===== src/rtl/pe_exp_acc_seq.sv =====
// Sequencer for a linear chain of exp-accumulator PEs: clears the chain, streams
// one row of terms, drains the pipeline, then offers the tail sum downstream.
module pe_exp_acc_seq #(
  parameter int NUM_PE      = 4,
  parameter int ROW_LEN_MAX = 1024,
  parameter int DATA_W      = 32,
  parameter int LEN_W       = $clog2(ROW_LEN_MAX + 1)
) (
  input  logic              clk,
  input  logic              reset,
  input  logic              start,
  input  logic              abort,
  input  logic [LEN_W-1:0]  row_len_i,
  input  logic              in_valid,
  output logic              in_ready,
  output logic              pe_do_process,
  output logic              pe_clear,
  output logic              pe_bubble,
  input  logic [DATA_W-1:0] sum_in,
  output logic [DATA_W-1:0] sum_out,
  output logic              sum_valid,
  input  logic              sum_ready,
  output logic              busy,
  output logic              done,
  output logic [2:0]        dbg_state
);

  typedef enum logic [2:0] {
    S_IDLE   = 3'd0,
    S_CLEAR  = 3'd1,
    S_STREAM = 3'd2,
    S_DRAIN  = 3'd3,
    S_HOLD   = 3'd4
  } state_e;

  state_e              state_q, state_d;
  logic [LEN_W-1:0]    len_q, len_d;
  logic [LEN_W-1:0]    cnt_q, cnt_d;
  logic [LEN_W-1:0]    drain_q, drain_d;
  logic [DATA_W-1:0]   sum_q, sum_d;

  // Handshakes: a transfer happens on a cycle where both valid and ready are
  // high; valid never depends on ready, and sum_valid stays up until taken.
  always_comb begin
    state_d       = state_q;
    len_d         = len_q;
    cnt_d         = cnt_q;
    drain_d       = drain_q;
    sum_d         = sum_q;
    in_ready      = 1'b0;
    pe_do_process = 1'b0;
    pe_clear      = 1'b0;
    pe_bubble     = 1'b0;
    done          = 1'b0;

    case (state_q)
      S_IDLE: begin
        if (start) begin
          if (row_len_i != '0) begin
            len_d   = (row_len_i > LEN_W'(ROW_LEN_MAX)) ? LEN_W'(ROW_LEN_MAX) : row_len_i;
            state_d = S_CLEAR;
          end else begin
            sum_d   = '0;
            state_d = S_HOLD;
          end
        end
      end
      S_CLEAR: begin
        pe_clear = 1'b1;
        cnt_d    = '0;
        state_d  = S_STREAM;
      end
      S_STREAM: begin
        in_ready      = 1'b1;
        pe_do_process = in_valid;
        if (in_valid) begin
          cnt_d = cnt_q + LEN_W'(1);
          if (cnt_q == len_q - LEN_W'(1)) begin
            drain_d = LEN_W'(NUM_PE - 1);
            state_d = S_DRAIN;
          end
        end
      end
      S_DRAIN: begin
        pe_do_process = 1'b1;
        pe_bubble     = 1'b1;
        // The tail already shows the final sum during the last drain cycle.
        if (drain_q == '0) begin
          sum_d   = sum_in;
          state_d = S_HOLD;
        end else begin
          drain_d = drain_q - LEN_W'(1);
        end
      end
      S_HOLD: begin
        if (sum_ready) begin
          done    = 1'b1;
          state_d = S_IDLE;
        end
      end
      default: state_d = S_IDLE;
    endcase

    // Abort overrides everything, including a HOLD handshake or a final capture.
    if (abort && (state_q != S_IDLE)) begin
      state_d       = S_IDLE;
      pe_clear      = 1'b1;
      in_ready      = 1'b0;
      pe_do_process = 1'b0;
      pe_bubble     = 1'b0;
      done          = 1'b0;
      sum_d         = sum_q;
      cnt_d         = '0;
      drain_d       = '0;
    end
  end

  always_ff @(posedge clk or negedge reset) begin
    if (!reset) begin
      state_q <= S_IDLE;
      len_q   <= '0;
      cnt_q   <= '0;
      drain_q <= '0;
      sum_q   <= '0;
    end else begin
      state_q <= state_d;
      len_q   <= len_d;
      cnt_q   <= cnt_d;
      drain_q <= drain_d;
      sum_q   <= sum_d;
    end
  end

  assign sum_out   = sum_q;
  assign sum_valid = (state_q == S_HOLD);
  assign busy      = (state_q != S_IDLE);
  assign dbg_state = state_q;

endmodule


===== config.mk =====
export PLATFORM = sky130hd
export DESIGN_NAME = pe_exp_acc_seq
export DESIGN_NICKNAME = d
export VERILOG_FILES = /design/src/rtl/pe_exp_acc_seq.sv
export SDC_FILE = /design/constraint.sdc
export NUM_CORES = 1
export LEC_CHECK = 0
export CORE_MARGIN = 2
export CORE_UTILIZATION = 55
export DETAILED_ROUTE_END_ITERATION = 10
export DONT_BUFFER_PORTS = 1
export HOLD_SLACK_MARGIN = 0.02
export PLACE_DENSITY = 0.81
export REMOVE_ABC_BUFFERS = 1
export SLEW_MARGIN = 20
export SYNTH_ARGS = -nofsm -noshare
export SYNTH_HDL_FRONTEND = slang
export SYNTH_SLANG_ARGS = --single-unit

===== constraint.sdc =====
create_clock -name clk -period 2.7 [get_ports clk]
set_clock_uncertainty 0.2 [all_clocks]
set_input_delay 0.81 -clock clk [delete_from_list [all_inputs] [get_ports clk]]
set_output_delay 0.81 -clock clk [all_outputs]
set_load 0.05 [all_outputs]

[Word level (Yosys, flattened, before mapping)]
Index checks and enable logic that the tools add are counted.
Widths: inputs -> output; s select.
Word-level totals
  register bits after elaboration: 68
  input bits: 49
  output and inout port bits: 42
  logic and storage cells: 69
Operators by class
  add/subtract/negate cells: 3
  magnitude comparators: 1
  equality and inequality tests: 14
  muxes and demuxes: 32
  bitwise gates (word level): 1
  reductions and logical operators: 13
Operator list (number)
  $mux 32: 3
  $mux 11: 7
  $pmux 32 s2: 1
  $pmux 11 s2: 2
  $sub 11x1->11 const B: 2
  $mux 3: 7
  $ne 3x3->1 const B: 5
  $pmux 3 s5: 1
  $add 11x1->11 const B: 1
  $eq 11x11->1: 1
  $gt 11x11->1 const B: 1
  $logic_not 11->1: 1
  $reduce_bool 11->1: 1
  $mux 1: 10
  $reduce_and 5->1: 2
  $reduce_bool 3->1: 3
  $eq 3x2->1 const B: 2
  $ne 2x2->1 const B: 3
  $reduce_and 4->1: 1
  $eq 3x1->1 const B: 1
  $eq 3x3->1 const B: 1
  $logic_not 3->1: 1
  $ne 3x1->1 const B: 1
  $reduce_and 3->1: 1
  5 further kinds: 5

[Depth between registers and ports, before layout]
  depth after elaboration: 6
  mapped depth: 9

[Least setup slack after synthesis]
OpenSTA, ideal clock, no wires.
  path type: reg-to-output
  from: register state_q[2], in the netlist dbg_state[2]
  to: output port done
  arrival: 2.210 ns
  data required time: 1.690 ns
  setup slack: -0.520 ns
  stages on the path, launching flop included: 4
  buffers on the path: 1
  path through: dfrtp_1 -> clkbuf_1 -> nand2_1 -> nor3b_1
Between the ends
  cells in the longest elaborated chain, start to end: 3
  elaborated cells between the ends (all ways): 5
Ends and longest elaborated chain
  from (decl): RTL line 36  | state_e state_q, state_d;
  from (signal assigned): RTL line 126  | state_q <= state_d;
  $eq 3x3->1 or $reduce_bool 3->1 (tied branches): RTL line 56, 105
  $mux 1 or $logic_and 1x1->1 (tied branches): RTL line 56, 105
  $mux 1 *: RTL line 105  | if (abort && (state_q != S_IDLE)) begin
  to (decl): RTL line 24  | output logic done,
Every way passes the cells marked *; elsewhere a longest branch is shown, timed or not.

[Final worst setup path]
  from: register len_q[0]
  to: register drain_q[0]
Between the ends
  cells in the longest elaborated chain, start to end: 4
Ends and longest elaborated chain
  from (decl): RTL line 37  | logic [LEN_W-1:0] len_q, len_d;
  from (signal assigned): RTL line 127  | len_q <= len_d;
  $sub 11x1->11: RTL line 78  | if (cnt_q == len_q - LEN_W'(1)) begin
  $eq 11x11->1: RTL line 78
  $ne 3x3->1 (no source line)
  $reduce_and 4->1 (no source line)
  to (signal assigned): RTL line 129  | drain_q <= drain_d;
  to (decl): RTL line 39  | logic [LEN_W-1:0] drain_q, drain_d;
No other way between the ends.
A chain may end at the register's enable or synchronous reset.

==> insert_results.sql <==
INSERT INTO impl_metrics (metric_group, metric, value, unit) VALUES
('logic_synthesis', 'yosys-top-cells-area', 'dfrtp_1 (46%), nand2_1 (11%), o21ai_0 (8.0%), xor2_1 (2.8%), nand3_1 (2.4%)', ''),
('logic_synthesis', 'netlist_instances', '435', ''),
('global_routing', 'wire_length_of_the_first_global_routing_pass', '14790', 'um'),
('drt', 'routed-via-count', '3219', ''),
('drt', 'dr.max_layer_used', 'met4', ''),
('placed_design', 'dpl.hpwl', '6078', 'um'),
('global_routing', 'grt_start_max_net_pins', '69', ''),
('worst_setup_path', 'worstSetupEndpointType', 'flop', ''),
('logic_synthesis', 'yosys.cell_types.count', '55', ''),
('worst_setup_path', 'worst_setup_path_category', 'reg2reg', ''),
('cells_and_area', 'syn2layout_area_growth', '16.80', '%'),
('drt', 'drtAntennaViolNets', '0', ''),
('cells_and_area', 'finish.utilization', '67.19', '%'),
('floorplanning', 'floorplan.rows', '29', ''),
('floorplanning', 'fp.dieW', '85.96', 'um'),
('cts', 'worst_skew_pair.late_latency', '0.35', 'ns'),
('drt', 'detail_route.vias_per_cell', '5.983', ''),
('logic_synthesis', 'syn-mean-instance-area', '8.494', 'sq um'),
('sta', 'relative_slew_slack', '65.75', '%'),
('min_path', 'hold_path.class', 'in2async', ''),
('run', 'drv_cap', '0', ''),
('global_routing', 'grt_remaining_overflow', '0', ''),
('global_routing', 'grt_antenna_before_repair', '0', ''),
('cts', 'cts-buffers-inserted', '9', ''),
('logic_synthesis', 'synth_largest_type_area_fraction', '46.05', '%'),
('worst_setup_path', 'crit_arrival', '2.72', 'ns'),
('logic_synthesis', 'post-synth-top-area-cell', 'dfrtp_1', ''),
('sta', 'finalWorstPathRequiredPeriod', '2.637', 'ns'),
('power', 'finalPower', '4.431', 'mW'),
('global_routing', 'global_route.usage.total', '25.26', '%'),
('cells_and_area', 'layout.cells.most_common', 'nand2_1', ''),
('drt', 'finalWirelength', '8770', 'um'),
('cts', 'cts_max_path_buffers', '2', ''),
('sta', 'period_share', '97.67', '%'),
('drt', 'detailedRoute.firstPassIterationCount', '4', ''),
('placed_design', 'finalWeightedCongestion', '0.8938', ''),
('cells_and_area', 'layout.cells.most_common_list', 'nand2_1 (105), dfrtp_1 (67), o21ai_0 (58)', ''),
('cts', 'htree_num_levels', '3', ''),
('floorplanning', 'die_height', '85.96', 'um'),
('drt', 'detailedRoute.firstIterationViolations', '269', ''),
('floorplanning', 'initial_cell_density_of_the_core', '57.53', '%'),
('logic_synthesis', 'synth_sequential_area_ratio', '46.05', '%'),
('cts', 'tritoncts', 'done', ''),
('logic_synthesis', 'asyncSetResetFlopFracSynth', '100.0', '%'),
('sta', 'worst_slew_pin_slew', '0.5091', 'ns'),
('cts', 'root_buffer', 'clkbuf_8', ''),
('logic_synthesis', 'synthesis.yosys.warnings', '0', ''),
('power', 'power_leakage', '1.849', 'nW'),
('logic_synthesis', 'synth_edf_count', '0', ''),
('cells_and_area', 'n_antenna_cell', '0', ''),
('drt', 'avgRoutedWirePerCell', '16.30', 'um'),
('cts', 'clk_pin_slew_worst_paths', '0.08', 'ns'),
('global_routing', 'via_count_of_the_first_global_routing_pass', '3177', ''),
('sta', 'count_of_final_hold_check_violations', '0', ''),
('cells_and_area', 'final_layout_size_suffix_gt1_share', '15.62', '%'),
('drt', 'm1WireLength', '3687', 'um'),
('sta', 'setup_viol', '0', ''),
('power', 'ir_worst_vdd', '0.4914', 'mV'),
('logic_synthesis', 'synthesized_flop_and_latch_total', '68', ''),
('logic_synthesis', 'synth_flop_cell', 'dfrtp_1', ''),
('sta', 'setup_repair_after_global_routing_missed_its_margin', 'yes', ''),
('floorplanning', 'core_ar', '0.006422', 'sq mm'),
('drt', 'detailroute.wirelength.met3', '719', 'um'),
('worst_setup_path', 'start_kind', 'flop', ''),
('outcome', 'status', 'finished, final reports clean', ''),
('worst_setup_path', 'critPathMaxFanout', '5', ''),
('logic_synthesis', 'synth.cell_area', '0.003695', 'sq mm'),
('power', 'power_density', '1027', 'mW/mm^2'),
('floorplanning', 'design.portCount', '91', ''),
('cells_and_area', 'layout.nets', '508', ''),
('placed_design', 'port_buffers', '0', ''),
('sta', 'maxClockFrequency', '0.3792', 'GHz'),
('drt', 'dr_wl_met2', '4139', 'um'),
('sta', 'final-max-slew-violation-count', '0', ''),
('cts', 'cts.sink_count', '68', ''),
('worst_setup_path', 'cp_data_required_time', '2.79', 'ns'),
('floorplanning', 'die_area', '0.007389', 'sq mm'),
('drt', 'post_route_drc', '0', '');
report_power, final:
part	total (mW)	internal [mW]	switching (mW)
Combinational	1.84	0.751	1.09
Sequential	1.55	1.19	0.368
Clock	1.04	0.619	0.420
Total	4.43	2.56	1.88
kinds of logic (layout without fill, tap and decap cells):
| kind of cell | after synthesis | count (layout) | synth area share (%) |
|---|---|---|---|
| flops | 68 | 68 | 46.05 |
| mux | 2 | 2 | 0.6095 |
| simple gates | 199 | 199 | 25.94 |
| xor+xnor | 19 | 19 | 4.504 |
| fa+ha+maj | 3 | 3 | 1.016 |
| buf+inv | 36 | 61 | 3.657 |
| compound gates | 108 | 109 | 18.22 |
worst max-delay path, stage by stage, from the launching register on:
cell      delay [ns]
dfrtp_1         0.39
inv_1           0.06
ha_2            0.16
nor4b_4         0.29
xor2_1          0.12
o31a_1          0.33
a2111o_1        0.51
or4_4           0.44
nand3_2         0.07
final timing paths:
check / start / endpoint / slack [ns] / depth (start not counted)
setup reg to reg: len_q[0] / drain_q[0] / 0.06 / 8
setup / recovery: len_q[0] / drain_q[0] / 0.06 / 8
min in group clk: drain_q[5] / drain_q[5] / 0.33 / 1
max in group asynchronous: reset / dbg_state[2] / 1.87 / 1
hold / removal: reset / len_q[0] / 0.13 / 1
hold reg to reg: drain_q[5] / drain_q[5] / 0.33 / 1
what timing repair did:
item	CTS	global route
pin swaps	3	10
gates resized for setup	2	15
endpoints found under the hold margin	68	0
cloned	1	0
setup endpoints to repair	10	14
setup buffers	1	3
hold buffers	1	0
cell usage after synthesis (2+ instances only):
cell / instances
o21ai_0: 59
clkbuf_1: 22
nor3_1: 5
inv_1: 13
a21oi_1: 13
and4b_1: 2
ha_1: 3
o31ai_1: 5
nand2b_1: 13
o311ai_1: 3
mux2_2: 2
and3_1: 4
o211ai_1: 2
xor2_1: 12
nor2_1: 23
nand4_1: 5
nand2_1: 105
nand3b_1: 3
a311oi_1: 2
nor4_1: 5
xnor2_1: 7
nor3b_1: 3
or4_1: 3
a22o_1: 3
nand3_1: 18
dfrtp_1: 68
o311ai_0: 4
through the flow:
step	instance area [sq um]	setup TNS, ns	cells	worst slack (ns)	hold WS (ns)
after floorplan	3608	-34.45	412	-1.026	0.2649
after global placement	3954	0	516	0.05398	0.2934
after detailed placement	3954	-0.1247	516	-0.06197	0.2919
after CTS	4250	0	535	0.01455	0.1446
after global routing	4315	-0.1549	538	-0.05222	0.1378
final	4315	0	538	0.06279	0.1261
per-layer routing:
| layer | vias to the layer above | GRT usage, % |
|---|---|---|
| li1 | 1572 | - |
| met2 | 127 | 39.82 |
| met1 | 1501 | 31.94 |
| met5 | - | 0 |
| met4 | 0 | 10.97 |
| met3 | 19 | 8.085 |
layout make-up:
type | count | area, sq um
Timing Repair Buffer | 32 | 301.5
Clock inverter | 7 | 123.9
Multi-Input combinational cell | 332 | 1918
Tap cell | 77 | 96.34
Inverter | 13 | 48.80
Fill cell | 518 | 2107
Sequential cell | 68 | 1703
Clock buffer | 9 | 123.9
state kept, by name, summed over array words and instances (netlist names):
signal	count
dbg_state	3
drain_q	11
len_q	11
sum_out	32
cnt_q	11
Note: power is estimated with default switching activity, not from simulation.
